File: src/rtl/instruction_fetch_unit_pkg.sv
// Shared definitions for the instruction fetch unit.
// Holds the instruction width, the PC-select encodings used by the control
// unit, the fetch FSM state codes and a small word-alignment helper.
package instruction_fetch_unit_pkg;

  localparam int INSTR_W = 32;

  // PC-select encodings driven by the control unit
  localparam logic [1:0] PC_SEL_NEXT = 2'b00;  // pc + 4
  localparam logic [1:0] PC_SEL_REL  = 2'b01;  // pc + (K << 2)
  localparam logic [1:0] PC_SEL_REG  = 2'b10;  // register target (BR)
  localparam logic [1:0] PC_SEL_HALT = 2'b11;  // stop fetching

  typedef enum logic [1:0] {
    ST_IDLE  = 2'd0,
    ST_FETCH = 2'd1,
    ST_EXEC  = 2'd2,
    ST_HALT  = 2'd3
  } fetch_state_t;

  // Clear the byte-offset bits so a register target lands on a word boundary
  function automatic logic [63:0] align_word(input logic [63:0] addr);
    return {addr[63:2], 2'b00};
  endfunction

endpackage

File: src/rtl/instruction_fetch_unit_pc_next_logic.sv
// Next-PC computation for the instruction fetch unit (purely combinational).
// Ports:
//   i_pc            current instruction address
//   i_pc_sel        control-unit PC select (NEXT / REL / REG / HALT)
//   i_k             sign-extended branch offset in words
//   i_reg_a         register branch target
//   o_next_pc       address of the next instruction to fetch
//   o_misalign_hit  register target had non-zero byte-offset bits
module pc_next_logic
  import instruction_fetch_unit_pkg::*;
(
  input  logic [63:0] i_pc,
  input  logic [1:0]  i_pc_sel,
  input  logic [63:0] i_k,
  input  logic [63:0] i_reg_a,
  output logic [63:0] o_next_pc,
  output logic        o_misalign_hit
);

  logic signed [63:0] w_k_signed;
  logic signed [63:0] w_k_bytes;

  assign w_k_signed = $signed(i_k);
  // Word offset to byte offset; wraps mod 2^64 like the rest of the PC math
  assign w_k_bytes  = w_k_signed <<< 2;

  always_comb begin
    o_next_pc      = i_pc;
    o_misalign_hit = 1'b0;
    case (i_pc_sel)
      PC_SEL_NEXT: o_next_pc = i_pc + 64'd4;
      PC_SEL_REL:  o_next_pc = i_pc + $unsigned(w_k_bytes);
      PC_SEL_REG: begin
        o_next_pc      = align_word(i_reg_a);
        o_misalign_hit = |i_reg_a[1:0];
      end
      default:     o_next_pc = i_pc;  // halt keeps the PC
    endcase
  end

endmodule

File: src/rtl/instruction_fetch_unit.sv
// Instruction fetch unit: fetches 32-bit instructions over a req/ack
// handshake, holds each one stable for the multi-state control unit and
// advances the PC according to the control unit's PC select on completion.
// Ports:
//   clock, reset        rising-edge clock, asynchronous active-high reset
//   imem_req/addr       fetch request and address (addr = pc low bits)
//   imem_ack/rdata      memory response, only honoured in FETCH
//   instruction/valid   instruction register towards the control unit
//   instr_done          control unit finished the current instruction
//   pc_sel, k_in        next-PC select and word branch offset
//   reg_a_in            register branch target
//   pc, pc_plus4        current address and link value
//   halted, misalign    halt reached / sticky unaligned register target
//   instr_count         retired instruction counter (wraps)
module instruction_fetch_unit
  import instruction_fetch_unit_pkg::*;
#(
  parameter logic [63:0] RESET_PC  = 64'h0,
  parameter int          ADDR_BITS = 64,
  parameter int          CNT_BITS  = 32
) (
  input  logic                 clock,
  input  logic                 reset,
  output logic                 imem_req,
  output logic [ADDR_BITS-1:0] imem_addr,
  input  logic                 imem_ack,
  input  logic [INSTR_W-1:0]   imem_rdata,
  output logic [INSTR_W-1:0]   instruction,
  output logic                 instr_valid,
  input  logic                 instr_done,
  input  logic [1:0]           pc_sel,
  input  logic [63:0]          k_in,
  input  logic [63:0]          reg_a_in,
  output logic [63:0]          pc,
  output logic [63:0]          pc_plus4,
  output logic                 halted,
  output logic                 misalign,
  output logic [CNT_BITS-1:0]  instr_count
);

  fetch_state_t        r_state;
  logic [63:0]         r_pc;
  logic [INSTR_W-1:0]  r_instr;
  logic                r_valid;
  logic                r_req;
  logic                r_halted;
  logic                r_misalign;
  logic [CNT_BITS-1:0] r_count;

  fetch_state_t        w_state_nxt;
  logic [63:0]         w_pc_nxt;
  logic [INSTR_W-1:0]  w_instr_nxt;
  logic                w_valid_nxt;
  logic                w_req_nxt;
  logic                w_halted_nxt;
  logic                w_misalign_nxt;
  logic [CNT_BITS-1:0] w_count_nxt;

  logic [63:0]         w_next_pc;
  logic                w_misalign_hit;

  pc_next_logic u_pc_next (
    .i_pc           (r_pc),
    .i_pc_sel       (pc_sel),
    .i_k            (k_in),
    .i_reg_a        (reg_a_in),
    .o_next_pc      (w_next_pc),
    .o_misalign_hit (w_misalign_hit)
  );

  // State and registered outputs
  always_ff @(posedge clock or posedge reset) begin
    if (reset) begin
      r_state    <= ST_IDLE;
      r_pc       <= RESET_PC;
      r_instr    <= '0;
      r_valid    <= 1'b0;
      r_req      <= 1'b0;
      r_halted   <= 1'b0;
      r_misalign <= 1'b0;
      r_count    <= '0;
    end else begin
      r_state    <= w_state_nxt;
      r_pc       <= w_pc_nxt;
      r_instr    <= w_instr_nxt;
      r_valid    <= w_valid_nxt;
      r_req      <= w_req_nxt;
      r_halted   <= w_halted_nxt;
      r_misalign <= w_misalign_nxt;
      r_count    <= w_count_nxt;
    end
  end

  // Next-state and next-output logic
  always_comb begin
    w_state_nxt    = r_state;
    w_pc_nxt       = r_pc;
    w_instr_nxt    = r_instr;
    w_valid_nxt    = r_valid;
    w_req_nxt      = r_req;
    w_halted_nxt   = r_halted;
    w_misalign_nxt = r_misalign;
    w_count_nxt    = r_count;

    case (r_state)
      ST_IDLE: begin
        // First edge out of reset starts fetching; a stray ack here is ignored
        w_state_nxt = ST_FETCH;
        w_req_nxt   = 1'b1;
      end

      ST_FETCH: begin
        w_req_nxt = 1'b1;
        if (imem_ack) begin
          w_instr_nxt = imem_rdata;
          w_valid_nxt = 1'b1;
          w_req_nxt   = 1'b0;
          w_state_nxt = ST_EXEC;
        end
      end

      ST_EXEC: begin
        // Instruction and PC stay frozen until the control unit completes
        if (instr_done) begin
          w_count_nxt = r_count + CNT_BITS'(1);
          w_valid_nxt = 1'b0;
          if (pc_sel == PC_SEL_HALT) begin
            w_req_nxt    = 1'b0;
            w_halted_nxt = 1'b1;
            w_state_nxt  = ST_HALT;
          end else begin
            w_pc_nxt       = w_next_pc;
            w_misalign_nxt = r_misalign | w_misalign_hit;
            // Request goes out on the same edge to keep 2 cycles/instruction
            w_req_nxt      = 1'b1;
            w_state_nxt    = ST_FETCH;
          end
        end
      end

      ST_HALT: begin
        w_req_nxt    = 1'b0;
        w_valid_nxt  = 1'b0;
        w_halted_nxt = 1'b1;
      end

      default: begin
        w_state_nxt = ST_IDLE;
        w_req_nxt   = 1'b0;
        w_valid_nxt = 1'b0;
      end
    endcase
  end

  assign imem_req    = r_req;
  assign imem_addr   = r_pc[ADDR_BITS-1:0];
  assign instruction = r_instr;
  assign instr_valid = r_valid;
  assign pc          = r_pc;
  assign pc_plus4    = r_pc + 64'd4;
  assign halted      = r_halted;
  assign misalign    = r_misalign;
  assign instr_count = r_count;

endmodule

File: config.mk
export PLATFORM = sky130hd
export DESIGN_NAME = instruction_fetch_unit
export DESIGN_NICKNAME = d
export VERILOG_FILES = /design/src/rtl/instruction_fetch_unit_pkg.sv /design/src/rtl/instruction_fetch_unit_pc_next_logic.sv /design/src/rtl/instruction_fetch_unit.sv
export SDC_FILE = /design/constraint.sdc
export NUM_CORES = 1
export LEC_CHECK = 0
export ABC_AREA = 0
export CAP_MARGIN = 20
export CORE_MARGIN = 1
export CORE_UTILIZATION = 42
export DETAILED_ROUTE_END_ITERATION = 6
export GPL_TIMING_DRIVEN = 0
export PLACE_DENSITY_LB_ADDON = 0.3
export SKIP_LAST_GASP = 1
export SYNTH_ARGS = -nofsm -noshare
export SYNTH_HDL_FRONTEND = slang
export SYNTH_SLANG_ARGS = --single-unit
File: constraint.sdc
create_clock -name clock -period 3.75 [get_ports clock]
set_input_delay 0.5625 -clock clock [delete_from_list [all_inputs] [get_ports clock]]
set_output_delay 0.5625 -clock clock [all_outputs]
set_load 0.03 [all_outputs]
==> run summary <==
status = finished with violations
failing checks = setup timing
max frequency = 0.265 GHz
number of synthesized flops with an enable pin = 0
CTS clk-pin slew, worst paths = 0.06 ns
vias in the first global route = 13400
die height = 171 um
largest stage delay on the critical path = 0.49 ns
drt pass-1 iters = 6
pin count of the biggest net entering global routing = 38
cells along the critical path = buf_6, nand4_4, or4_4, or3_4, or3_4, or2_4, nor2_4, xor2_2, buf_6
Syn Inst Count = 1454
DR vias/cell = 6.03
Final WS setup = -0.0304 ns
MaxCap Viol Count = 0
Arr. time, crit path = 3.22 ns
die width = 171 um
most frequent cell after synthesis = dfrtp_1
Min-Delay Path Class = in -> async
DR vias = 14200
leading post-synthesis cells by instance count = dfrtp_1, a21oi_1, nand2_1, xnor2_1, nor2_1
Pwr per Cell Area = 847 nW/um^2
CTS tree = built
WL per Instance = 22.8 um
worst-path fanout max = 6
synthesized cell area = 12000 um^2
Critical R2R Launch = imem_addr[2]
Leak = 7.82 nW
FP Rows = 61
Final HPWL DP = 39600 um
Ports = 426
Initial DRC Count = 1477
CTS H-Tree Depth = 4
FF-to-FF path depth = 13
kind of launch point of the worst setup path = flip-flop
post-synthesis sequential area ratio = 0.276
IO buf count = 417
Fin Clk Skew = 0.0181 ns
clock root buffer = clkbuf_16
DRC viols = 0
WL final = 53600 um
Syn Area/Cell = 8.22 um^2
Synth cell types = 80
largest cells by area after synthesis = dfrtp_1, ha_1, xnor2_1
Max clock buf depth = 2
grt total ovfl = 0
design area = 18100 um^2
reg2reg setup slack = 0.08 ns
Slowest cell on crit path = or4_4
worst vdd ir = 0.000477 V
gr usage total = 0.360
Async SR Flop Fraction = 1.00
Placer Congestion = 0.965
Area Overhead vs Synth = 51.6%
post-place instance area = 16700 um^2
crit path time final = 3.78 ns
Hold Vio Cnt, Final = 0
pre-CTS WS = -1.09 ns
period utilization = 1.01
Crit Path Class = reg -> out
Placed Cells = 2258
die area = 29100 um^2
RSZ-0062 raised after global routing = yes
fin. max-slew vios = 0
Num CTS Buffers = 17
ys flop type = dfrtp_1
initial antenna violation count = 3
Final ANT Viol Nets = 0
CP endpoint kind = output pin
final net count = 2194
Syn. warnings = 0
sink count of the clock tree = 132
Max-slew headroom = 0.230
worst-margin pin slew = 1.16 ns
required time of the critical path = 3.19 ns
Non-Filler Instances = 2349
Starting Density = 0.429
clk_lat worst skew = 0.44 ns
cell taking the most area after synthesis = dfrtp_1
Core Footprint = 27900 um^2
reg-to-reg endpoint = imem_addr[42]
share of cells above drive strength 1 = 0.163
hold_ws = 0.451 ns
share of the synthesized area in the top cell type = 0.276
global-route wire length before repair = 78200 um
# setup viols final = 2
synthesis-stage register bit count = 132
## worst max path at each step
stage             startpoint            end  slack (ns)  cells past startpoint
2_1_floorplan   imem_addr[3]   pc_plus4[30]        0.09                      8
3_3_place_gp         k_in[0]  imem_addr[62]       -1.10                     13
3_5_place_dp         k_in[0]  imem_addr[62]       -1.09                     13
4_1_cts         imem_addr[2]   pc_plus4[30]       -0.28                      9
5_1_grt         imem_addr[2]   pc_plus4[30]        -0.1                      9
6_report       imem_addr[13]   pc_plus4[55]       -0.03                      9
## sequential cells by signal, summed over array words and instances, names as in the netlist
name	count
halted	1
imem_addr	62
imem_req	1
instr_count	32
instr_valid	1
instruction	32
misalign	1
r_state	2
## timing repair
| item | in CTS | in global routing |
|---|---|---|
| setup buffers | 27 | 33 |
| endpoints found under the setup margin | 84 | 59 |
| cloned | 0 | 1 |
| pin swaps | 9 | 18 |
| hold buffers | 0 | 0 |
| gates resized for setup | 188 | 54 |
## worst max-delay path: cells and delay by family (launching register included)
| kind | cells | cell delay, ns |
|---|---|---|
| XOR/XNOR | 1 | 0.18 |
| buffers and inverters | 2 | 0.29 |
| flip-flops | 1 | 0.37 |
| AND/OR/NAND/NOR | 6 | 1.94 |
## kinds of logic after synthesis
| logic type | after synthesis | share of synthesized area |
|---|---|---|
| flip-flops | 132 | 0.276 |
| buffers and inverters | 191 | 0.0827 |
| AO/OA/AOI/OAI | 446 | 0.244 |
| other | 1 | 0.000314 |
| XOR/XNOR | 147 | 0.108 |
| AND/OR/NAND/NOR | 431 | 0.181 |
| multiplexers | 35 | 0.0328 |
| adder cells (fa/ha/maj) | 71 | 0.0750 |
## where the power goes
group | total [W] | internal [W] | switching, W
logic | 0.0108 | 0.00458 | 0.00622
clock network | 0.00173 | 0.00103 | 0.000697
registers | 0.00283 | 0.00196 | 0.000866
total | 0.0154 | 0.00757 | 0.00778
## layer usage
layer / GRT usage / wire, um
met5: 0 / 13
met4: 0.224 / 3330
met3: 0.0877 / 5830
met2: 0.576 / 24200
met1: 0.435 / 20300
## stage by stage
step	power, W	setup TNS, ns	util
2_1_floorplan	0.00923	0	-
3_3_place_gp	0.0130	-43.05	0.597
3_5_place_dp	0.0131	-42.13	0.600
4_1_cts	0.0150	-0.378	0.636
5_1_grt	0.0161	-0.227	0.650
6_report	0.0154	-0.0452	0.650
## cell type report
| class | instances | area (um^2) |
|---|---|---|
| Tap cell | 378 | 473 |
| Inverter | 45 | 173 |
| Fill cell | 2366 | 9740 |
| Clock inverter | 11 | 126 |
| Sequential cell | 132 | 3330 |
| Multi-Input combinational cell | 1136 | 8020 |
| Buffer | 143 | 823 |
| Clock buffer | 20 | 467 |
| Antenna cell | 2 | 5.00 |
| Timing Repair Buffer | 482 | 4710 |
## cell usage in the layout (no fill, tap or decap), types with 55 or more instances in the layout
| master | Yosys | layout |
|---|---|---|
| clkdlybuf4s50_1 | 0 | 377 |
| nor2_1 | 84 | 80 |
| clkbuf_1 | 63 | 61 |
| ha_1 | 70 | 69 |
| nand3_1 | 59 | 55 |
| dfrtp_1 | 132 | 112 |
| nand2_1 | 122 | 118 |
| o21ai_0 | 77 | 75 |
| a21oi_1 | 125 | 123 |
| xnor2_1 | 97 | 92 |
| buf_4 | 69 | 129 |
No activity file was read; power rests on OpenSTA's default activity.
